## src/rtl/fetch_pkg.sv

```systemverilog
// rtl/fetch_pkg.sv - shared types and constants for the instruction fetch stage
package fetch_pkg;
    localparam int XLEN = 32;
    localparam logic [XLEN-1:0] RESET_PC_DEFAULT  = 32'h0000_0000;
    localparam logic [XLEN-1:0] NOP_INSTR_DEFAULT = 32'h0000_0013;

    typedef enum logic [1:0] {
        FETCH   = 2'd0,
        WAIT    = 2'd1,
        BLOCKED = 2'd2
    } fetch_state_t;
endpackage

```

## src/rtl/fetch_skid_buffer.sv

```systemverilog
// rtl/fetch_skid_buffer.sv - one-entry {instr, pc} holding register behind the IF/ID output
module fetch_skid_buffer
    import fetch_pkg::*;
(
    input  logic            clk,
    input  logic            rst,
    input  logic            load,
    input  logic            drain,
    input  logic            flush,
    input  logic [XLEN-1:0] load_instr,
    input  logic [XLEN-1:0] load_pc,
    output logic            valid,
    output logic [XLEN-1:0] instr,
    output logic [XLEN-1:0] pc
);
    always_ff @(posedge clk or posedge rst) begin
        if (rst) begin
            valid <= 1'b0;
            instr <= '0;
            pc    <= '0;
        end else begin
            if (flush)
                valid <= 1'b0;
            else if (load)
                valid <= 1'b1;
            else if (drain)
                valid <= 1'b0;
            if (load && !flush) begin
                instr <= load_instr;
                pc    <= load_pc;
            end
        end
    end
endmodule

```

## src/rtl/fetch_unit.sv

```systemverilog
// rtl/fetch_unit.sv - PC, single-outstanding imem request FSM and registered IF/ID output
module fetch_unit
    import fetch_pkg::*;
#(
    parameter logic [XLEN-1:0] RESET_PC  = RESET_PC_DEFAULT,
    parameter logic [XLEN-1:0] NOP_INSTR = NOP_INSTR_DEFAULT
)(
    input  logic            clk,
    input  logic            rst,
    output logic            imem_req,
    output logic [XLEN-1:0] imem_addr,
    input  logic [XLEN-1:0] imem_rdata,
    input  logic            imem_valid,
    input  logic            stall,
    input  logic            redirect_valid,
    input  logic [XLEN-1:0] redirect_pc,
    output logic            instr_valid,
    output logic [XLEN-1:0] instr_out,
    output logic [XLEN-1:0] pc_out,
    output logic [XLEN-1:0] pc_plus4_out
);
    fetch_state_t    state_q, state_d;
    logic [XLEN-1:0] pc_q, pc_d, fetch_addr_q;
    logic            req_q, drop_q, drop_d;
    logic            valid_q;
    logic [XLEN-1:0] instr_q, pc_out_q;

    logic            rsp, outstanding;
    logic            out_load, out_clear, out_from_skid;
    logic            skid_load, skid_drain, skid_flush, skid_valid;
    logic [XLEN-1:0] skid_instr, skid_pc;

    assign rsp         = (state_q == WAIT) && imem_valid;
    assign outstanding = req_q && !rsp;

    always_comb begin
        state_d       = state_q;
        pc_d          = pc_q;
        drop_d        = drop_q;
        out_load      = 1'b0;
        out_clear     = 1'b0;
        out_from_skid = 1'b0;
        skid_load     = 1'b0;
        skid_drain    = 1'b0;
        skid_flush    = 1'b0;
        if (redirect_valid) begin
            pc_d       = redirect_pc & ~32'h3;
            out_clear  = 1'b1;
            skid_flush = 1'b1;
            // A request already seen by memory will still answer; swallow exactly that one.
            drop_d     = outstanding;
            state_d    = outstanding ? WAIT : FETCH;
        end else begin
            case (state_q)
                FETCH: if (req_q) state_d = WAIT;
                WAIT: begin
                    if (rsp) begin
                        if (drop_q) begin
                            drop_d  = 1'b0;
                            state_d = FETCH;
                        end else begin
                            pc_d = pc_q + 32'd4;
                            if (!valid_q || !stall) begin
                                out_load = 1'b1;
                                state_d  = FETCH;
                            end else begin
                                skid_load = 1'b1;
                                state_d   = BLOCKED;
                            end
                        end
                    end
                end
                BLOCKED: state_d = BLOCKED;
                default: state_d = FETCH;
            endcase
            if (valid_q && !stall && !out_load) begin
                if (skid_valid) begin
                    out_from_skid = 1'b1;
                    skid_drain    = 1'b1;
                    state_d       = FETCH;
                end else begin
                    out_clear = 1'b1;
                end
            end
        end
    end

    always_ff @(posedge clk or posedge rst) begin
        if (rst) begin
            state_q      <= FETCH;
            pc_q         <= RESET_PC;
            fetch_addr_q <= RESET_PC;
            req_q        <= 1'b0;
            drop_q       <= 1'b0;
            valid_q      <= 1'b0;
            instr_q      <= NOP_INSTR;
            pc_out_q     <= '0;
        end else begin
            state_q <= state_d;
            pc_q    <= pc_d;
            drop_q  <= drop_d;
            req_q   <= (state_d != BLOCKED);
            // The address only moves when a fresh request starts, so it stays stable while pending.
            if (state_d == FETCH)
                fetch_addr_q <= pc_d;
            if (out_clear) begin
                valid_q <= 1'b0;
                instr_q <= NOP_INSTR;
            end else if (out_load) begin
                valid_q  <= 1'b1;
                instr_q  <= imem_rdata;
                pc_out_q <= fetch_addr_q;
            end else if (out_from_skid) begin
                valid_q  <= 1'b1;
                instr_q  <= skid_instr;
                pc_out_q <= skid_pc;
            end
        end
    end

    fetch_skid_buffer u_skid (
        .clk        (clk),
        .rst        (rst),
        .load       (skid_load),
        .drain      (skid_drain),
        .flush      (skid_flush),
        .load_instr (imem_rdata),
        .load_pc    (fetch_addr_q),
        .valid      (skid_valid),
        .instr      (skid_instr),
        .pc         (skid_pc)
    );

    assign imem_req     = req_q;
    assign imem_addr    = fetch_addr_q;
    assign instr_valid  = valid_q;
    assign instr_out    = instr_q;
    assign pc_out       = pc_out_q;
    assign pc_plus4_out = pc_out_q + 32'd4;
endmodule

```

## config.mk

```make
export PLATFORM = sky130hd
export DESIGN_NAME = fetch_unit
export DESIGN_NICKNAME = d
export VERILOG_FILES = /design/src/rtl/fetch_pkg.sv /design/src/rtl/fetch_skid_buffer.sv /design/src/rtl/fetch_unit.sv
export SDC_FILE = /design/constraint.sdc
export NUM_CORES = 1
export LEC_CHECK = 0
export CAP_MARGIN = 25
export CORE_MARGIN = 4
export CORE_UTILIZATION = 51
export CTS_BUF_LIST = sky130_fd_sc_hd__clkbuf_16
export CTS_CLUSTER_DIAMETER = 60
export DETAILED_ROUTE_END_ITERATION = 6
export PLACE_DENSITY_LB_ADDON = 0.12
export SKIP_CTS_REPAIR_TIMING = 1
export SLEW_MARGIN = 20
export SYNTH_ARGS = -nofsm -noshare
export SYNTH_HDL_FRONTEND = slang
export SYNTH_SLANG_ARGS = --single-unit
export TNS_END_PERCENT = 5
```

## constraint.sdc

```tcl
create_clock -name clk -period 9.28 [get_ports clk]
set_input_delay 1.856 -clock clk [delete_from_list [all_inputs] [get_ports clk]]
set_output_delay 1.856 -clock clk [all_outputs]
set_load 0.02 [all_outputs]
```

# Word-level counts from Yosys, hierarchy flattened
# Cells that the tools add are included.
totals:
  reg_bits: 198
  inputBits: 69
  out_inout_bits: 130
  elab_cells: 82
op_classes:
  addsub: 2
  n_eq_ne: 3
  muxes: 45
  n_bitwise: 1
  n_reduce_logical: 20
ops:
  columns: ["cell", "count"]
  rows:
  - ["2-to-1 mux 32 bit", 9]
  - ["adder 32 x 3 -> 32 bit (second input constant)", 2]
  - ["2-to-1 mux 1 bit", 28]
  - ["2-to-1 mux 2 bit", 7]
  - ["one-hot mux 2 bit (3 select lines)", 1]
  - ["nonzero test 2 bit", 3]
  - ["nonzero test 3 bit", 2]
  - ["logical AND 1 bit", 5]
  - ["zero test 1 bit", 5]
  - ["zero test 2 bit", 2]
  - ["AND reduction 2 bit", 2]
  - ["== test 2 x 1 -> 1 bit (second input constant)", 1]
  - ["== test 2 bit (second input constant)", 1]
  - ["!= test 2 bit (second input constant)", 1]
  - ["logical OR 1 bit", 1]
  - ["NOT 1 bit", 1]

# Longest topological paths before layout
# Gate-level depths: netlist (run 1).
depth:
  ltp_word: 14
  ltp_mapped: 9
  mapped_depth_nobuf: 7

# Hierarchy
# A second synthesis (run 1) with hierarchy kept.
hier_totals:
  cells_unflattened: 821
  area_unflattened_um2: 9308.9
by_module_without_submodules:
  columns: ["module", "n_inst", "cells_per_inst", "area_per_inst_um2", "seq_area_each_um2"]
  rows:
  - ["fetch_unit", 1, 680, 6563.8, 3331.9]
  - ["fetch_skid_buffer", 1, 141, 2745.1, 1626.6]

# Worst setup path before layout (run 1)
# Ideal clock, no wire load.
synth_timing:
  path_kind: "register to output"
  startpoint: "register pc_out_q[13] (netlist: pc_out[13])"
  endpoint: "output pc_plus4_out[31]"
  t_arrival_ns: 1.918
  slack_ns: 5.506
  stages_incl_launch_ff: 7
  n_path_buf: 0
  cell_sequence: "dfrtp_1 > nand4_1 > nor2_1 > nand4_1 > nor3_1 > nand4_1 > xnor2_1"
synth_via:
  elab_chain_len: 1
synth_lines:
  columns: ["element", "line", "source"]
  rows:
  - ["start: declaration", "fetch_unit.sv:26", "logic [XLEN-1:0] instr_q, pc_out_q;"]
  - ["start signal: assignment", "fetch_unit.sv:112", "pc_out_q <= fetch_addr_q;"]
  - ["start signal: assignment", "fetch_unit.sv:116", "pc_out_q <= skid_pc;"]
  - ["adder 32 x 3 -> 32 bit", "fetch_unit.sv:139", "assign pc_plus4_out = pc_out_q + 32'd4;"]
  - ["end: declaration", "fetch_unit.sv:20", "output logic [XLEN-1:0] pc_plus4_out"]
# Every way passes these cells.

# Worst setup path after layout (run 1)
layout_timing:
  startpoint: "register pc_out_q[4] (netlist: pc_out[4])"
  endpoint: "output pc_plus4_out[31]"
# The elaborated chain is that of the path after synthesis.

==> reports/qor.yml, run 1 <==
outcome:
  outcome: "complete, no violations"
layout:
  drive_above_1_share_pct: 14.30
  fin_cells: 1197
  diodes: 0
  finalNetCount: 1031
  layout_common_cells: "dfrtp_1, clkdlybuf4s50_1, mux2_2"
  area_growth_pct: 29.83
sta:
  layout_min_cycle_time_ns: 5.210
  hold_violations: 0
  relSlewSlack_pct: 34.89
  max_freq_ghz: 0.1919
  setup_viol: 0
  worst_pin_slew_ns: 0.9767
  rsz0062_at_grt: "false"
  fin_setup_tns_ns: 0
  fin_crit_sh_pct: 56.15
  finalClockSkew_ns: 0.009342
  slew_violations: 0
yosys:
  synthDistinctLibCells: 44
  async_flop_share_pct: 100.0
  syn_area_per_cell_sq_um: 11.48
  synth-seq-cells: 198
  synth-edff-count: 0
  syn_area_sq_um: 8989
  syn_nets: 854
  ys.flop_type: "dfrtp_1"
  synth_area_leader_cell: "dfrtp_1"
  synth_top_area_share_pct: 54.29
  yosysWarnings: 0
  syn_inst: 783
  synth_area_leaders: "dfrtp_1, mux2_2, mux2i_1"
  ys_seq_area_share_pct: 55.16
power_and_ir_drop:
  switching_share_pct: 30.78
  clockPowerShare_pct: 29.5
  comb_power_share_pct: 27.0
  internal-power_mw: 1.795
  switchingPower_mw: 0.7980
  seqPwrFrac_pct: 43.5
  irDropWorstVdd_mv: 0.1355
  powerDensity_nw_per_um2: 222.2
  total_power_mw: 2.593
  leakagePower_nw: 5.354
die:
  core_area_sq_um: 17300
  die_h_microns: 140.8
  initial_core_util_pct: 51.97
  die_x_microns: 140.8
  rows: 48
  die_area_sq_um: 19810
  io_pins: 199
grt:
  antenna_found_initial: 0
  grt-ovfl-total: 0
  grt_util_all_layers_pct: 21.86
  grt_max_degree: 128
  grt_pass1_wl_microns: 34820
  grt_pass1_vias: 6696
routing:
  wl_met3_microns: 1048
  firstDrtPassIters: 5
  wl_microns: 20850
  drt_iter0_drc: 430
  routed-wl-met2_microns: 10320
  routed_via_density: 5.456
  wire_per_inst_microns: 17.42
  highest_layer: "met4"
  final_antenna_net_count: 0
  vias: 6531
  post-route-drc-count: 0
  wl_met1_microns: 9194
clocking:
  clk_latency_ns: 0.43
  clock-sinks: 198
  htree_num_levels: 4
  cts_buffer_depth: 2
  clockRootBuffer: "clkbuf_16"
  clkSlewWorstSetupHoldPaths_ns: 0.07
  cts_inserted_buffers: 17
  cts_tree: "yes"
place:
  gp_congestion: 0.8000
  dp.cells: 1166
  port_buffers: 196
  hpwl_microns: 14020
worst_setup_path:
  worstPathArrival_ns: 3.35
  startpoint_type: "flop"
  critPathKind: "reg2out"
  worst_ep_required_time_ns: 7.42
  crit_path_end_kind: "output port"
  cp_max_fo: 7
run:
  maxCapViolCount: 0
worst_hold_path:
  hp-class: "reg2reg"
## worst max-delay path, cell delays in order, from the launching register on
cell	delay, ns
dfrtp_1	0.48
and4_1	0.30
nand3_1	0.23
nor3_1	0.83
nand4_1	0.24
xnor2_1	0.20
clkdlybuf4s50_1	0.63
## final cells by class
type / count / area (sq um)
Timing Repair Buffer: 204 / 2017
Clock buffer: 17 / 425.4
Multi-Input combinational cell: 496 / 3635
Tap cell: 225 / 281.5
Clock inverter: 14 / 183.9
Inverter: 43 / 168.9
Fill cell: 1346 / 5627
Sequential cell: 198 / 4959
## flip-flops by register name (all words and copies together) (netlist names)
register,flops
u_skid.pc,32
imem_addr,32
imem_req,1
instr_valid,1
u_skid.instr,32
pc_q,32
state_q,2
u_skid.valid,1
instr_out,32
pc_out,32
drop_q,1
## metrics by stage
step | hold slack (ns) | util (%) | instance area, sq um | setup slack [ns]
3_3_place_gp | 0.4479 | 63.95 | 11060 | 4.554
6_report | 0.4669 | 67.47 | 11670 | 4.070
5_1_grt | 0.4795 | 67.47 | 11670 | 3.849
4_1_cts | 0.4707 | 67.47 | 11670 | 4.028
3_5_place_dp | 0.4598 | 63.95 | 11060 | 4.535
2_1_floorplan | 0.4721 | - | 8989 | 2.032
## per-layer routing
metal,GRT usage (%),vias up
met3,4.919,18
met1,28.98,3235
li1,-,3124
met2,36.52,154
met5,0,-
met4,6.068,0
## synth_stat cells (all sizes together), types with 2 or more instances
master	n
and3	8
clkbuf	22
and4	3
xor2	19
o31ai	9
xnor2	36
buf	24
nor2b	9
and2	5
inv	42
nor2	39
dfrtp	195
ha	2
nand2b	3
nand3	21
a21boi	2
a21oi	10
nor3	12
nand2	74
dfstp	3
or3	2
nand3b	2
o22ai	3
mux2	89
a222oi	29
a22o	2
nand4	25
mux2i	33
o21ai	50
## final timing paths
check | from | endpoint | slack, ns | cells after the start
worst max register to register | state_q[1]$_DFF_PP0_ | imem_addr[25]$_DFFE_PP0N_ | 6.53 | 6
min in group asynchronous | rst | pc_out[3]$_DFFE_PP0P_ | 2.00 | 2
worst max-delay path | pc_out[4]$_DFFE_PP0P_ | pc_plus4_out[31] | 4.07 | 6
worst min register to register | instr_out[1]$_DFFE_PP1P_ | instr_out[1]$_DFFE_PP1P_ | 0.47 | 2
worst min-delay path | instr_out[1]$_DFFE_PP1P_ | instr_out[1]$_DFFE_PP1P_ | 0.47 | 2
max in group asynchronous | rst | pc_q[27]$_DFF_PP0_ | 5.79 | 3
## power groups by stage
stage                     logic (mW)  registers (mW)  clock network [mW]
final                          0.700            1.13               0.766
after global routing           0.752            1.15               0.816
after CTS                      0.712            1.13               0.780
after detailed placement       0.710            1.14                   0
after global placement         0.699            1.14                   0
after floorplan                0.284            1.20                   0
## cell families after synthesis
logic type | count (synthesis) | synth area share (%)
adder cells (fa/ha/maj) | 2 | 0.2784
flip-flops | 198 | 55.16
AND/OR/NAND/NOR | 208 | 11.43
multiplexers | 122 | 14.82
AO/OA/AOI/OAI | 109 | 8.296
XOR/XNOR | 55 | 5.359
buffers and inverters | 89 | 4.649
(Power assumes the default switching activity.)
==> inputs of run 2 (changes only) <==
==> constraint.sdc (replaced) <==
create_clock -name clk -period 5.35 [get_ports clk]
set_input_delay 1.07 -clock clk [delete_from_list [all_inputs] [get_ports clk]]
set_output_delay 1.07 -clock clk [all_outputs]
set_load 0.02 [all_outputs]
==> run 2 against run 1 <==
Against the previous run: global-route usage is 0.83 points higher; clock skew is 0.0017 ns higher; clock power is 51% higher; combinational power is 76% higher; final cell count is 0.42% higher; routed wire length is 4.7% higher; critical path depth stayed put; largest cell class unchanged.
==> reports/qor.yml, run 2 (synthesis gave the netlist of run 1 again) <==
outcome:
  outcome: "complete, no violations"
sta:
  worst_pin_slew_ns: 0.9762
  setup_viol: 0
  max_freq_ghz: 0.2274
  fin_crit_sh_pct: 82.21
  hold_violations: 0
  layout_min_cycle_time_ns: 4.398
  relSlewSlack_pct: 34.92
  rsz0062_at_grt: "false"
  fin_setup_tns_ns: 0
  slew_violations: 0
  finalClockSkew_ns: 0.01102
routing:
  wire_per_inst_microns: 18.17
  drt_iter0_drc: 672
  final_antenna_net_count: 0
  wl_microns: 21840
  post-route-drc-count: 0
  routed_via_density: 5.631
  firstDrtPassIters: 7
  vias: 6768
run:
  maxCapViolCount: 0
clocking:
  cts_inserted_buffers: 17
  clock-sinks: 198
  htree_num_levels: 4
  clk_latency_ns: 0.43
  clockRootBuffer: "clkbuf_16"
  clkSlewWorstSetupHoldPaths_ns: 0.07
  cts_buffer_depth: 2
  cts_tree: "yes"
grt:
  grt_util_all_layers_pct: 22.70
  grt_pass1_vias: 6907
  grt_pass1_wl_microns: 36430
  grt_max_degree: 111
  grt-ovfl-total: 0
  antenna_found_initial: 0
worst_setup_path:
  crit_path_end: "pc_plus4_out[31]"
  reg2reg_to: "pc_out[31]$_DFFE_PP0P_"
  reg2reg_slack_ns: 2.78
  startpoint_type: "flop"
  worst-path-buf-inv: 1
  path_cells: "and4_1 > nand3_1 > nor3_1 > nand4_1 > xnor2_1 > clkdlybuf4s50_1"
  critPathKind: "reg2out"
  worstPathArrival_ns: 3.33
  cp-startpoint: "pc_out[4]$_DFFE_PP0P_"
  worst_ep_required_time_ns: 4.28
  crit_path_end_kind: "output port"
  worst-r2r-cell-count: 6
  path_depth: 6
  cp_top_family: "simple AND/OR/NAND/NOR gates"
  critPathMaxStageDelay_ns: 0.82
  rr_startpoint: "state_q[0]$_DFF_PP0_"
  cp_slowest_cell: "nor3_1"
  cp_max_fo: 7
worst_hold_path:
  hp-class: "reg2reg"
die:
  rows: 48
  core_area_sq_um: 17300
  io_pins: 199
  die_area_sq_um: 19810
  die_h_microns: 140.8
  initial_core_util_pct: 51.97
  die_x_microns: 140.8
power_and_ir_drop:
  powerDensity_nw_per_um2: 373.3
  irDropWorstVdd_mv: 0.2192
  leakagePower_nw: 5.337
  total_power_mw: 4.352
layout:
  area_growth_pct: 29.72
  finalNetCount: 1034
  drive_above_1_share_pct: 14.45
  layout_common_cells: "dfrtp_1, clkdlybuf4s50_1, mux2_2"
place:
  gp_congestion: 0.8035
  port_buffers: 196
  hpwl_microns: 14980
==> run 2: cell count changes in the layout (fill, tap and decap cells not counted), sizes merged <==
cell      before  now
inv           46   47
clkinv         5    7
clkinvlp       2    4
buf            9   12
bufinv         4    0
diode          0    1
==> run 2: metal layers <==
layer,wire [microns],global-route usage (%),vias to the layer above
met2,11220,39.14,176
met5,0,0,-
li1,-,-,3140
met1,9131,29.40,3431
met4,255,5.558,0
met3,1226,4.986,21
==> run 2: how the worst min path moves through the flow <==
stage	start	to	slack [ns]	cells past startpoint
final	instr_out[0]$_DFFE_PP1P_	instr_out[0]$_DFFE_PP1P_	0.46	2
after global routing	instr_out[0]$_DFFE_PP1P_	instr_out[0]$_DFFE_PP1P_	0.48	2
after CTS	instr_out[0]$_DFFE_PP1P_	instr_out[0]$_DFFE_PP1P_	0.47	2
after detailed placement	instr_out[0]$_DFFE_PP1P_	instr_out[0]$_DFFE_PP1P_	0.46	2
after global placement	instr_out[4]$_DFFE_PP1P_	instr_out[4]$_DFFE_PP1P_	0.45	2
after floorplan	pc_q[0]$_DFF_PP0_	pc_q[0]$_DFF_PP0_	0.47	1
==> run 2: worst reg2reg max path: cells and delay by family (launching register included) <==
kind / cells / cell delay, ns
muxes: 1 / 0.21
AOI/OAI and AO/OA: 1 / 0.09
DFF: 1 / 0.44
and+or+nand+nor: 3 / 1.29
buffers and inverters: 1 / 0.40
==> run 2: layout make-up <==
cell class,instances,area (sq um)
Fill cell,1308,5637
Timing Repair Buffer,207,2085
Sequential cell,198,4959
Clock inverter,15,107.6
Clock buffer,17,425.4
Multi-Input combinational cell,496,3635
Inverter,43,165.2
Tap cell,225,281.5
Antenna cell,1,2.502
==> run 2: power by group <==
part,switching [mW],total (mW),internal [mW]
registers,0.250,1.96,1.71
clock network,0.563,1.16,0.597
logic,0.601,1.23,0.631
==> run 2: per-stage QoR <==
step,area [sq um],setup WS [ns],utilization (%),cells,hold WS (ns)
6_report,11660,0.9516,67.41,1202,0.4647
2_1_floorplan,8992,1.722,-,783,0.4721
3_5_place_dp,11100,1.362,64.16,1168,0.4571
4_1_cts,11630,0.8926,67.24,1200,0.4669
3_3_place_gp,11100,1.435,64.16,1168,0.4519
5_1_grt,11660,0.7669,67.40,1201,0.4842
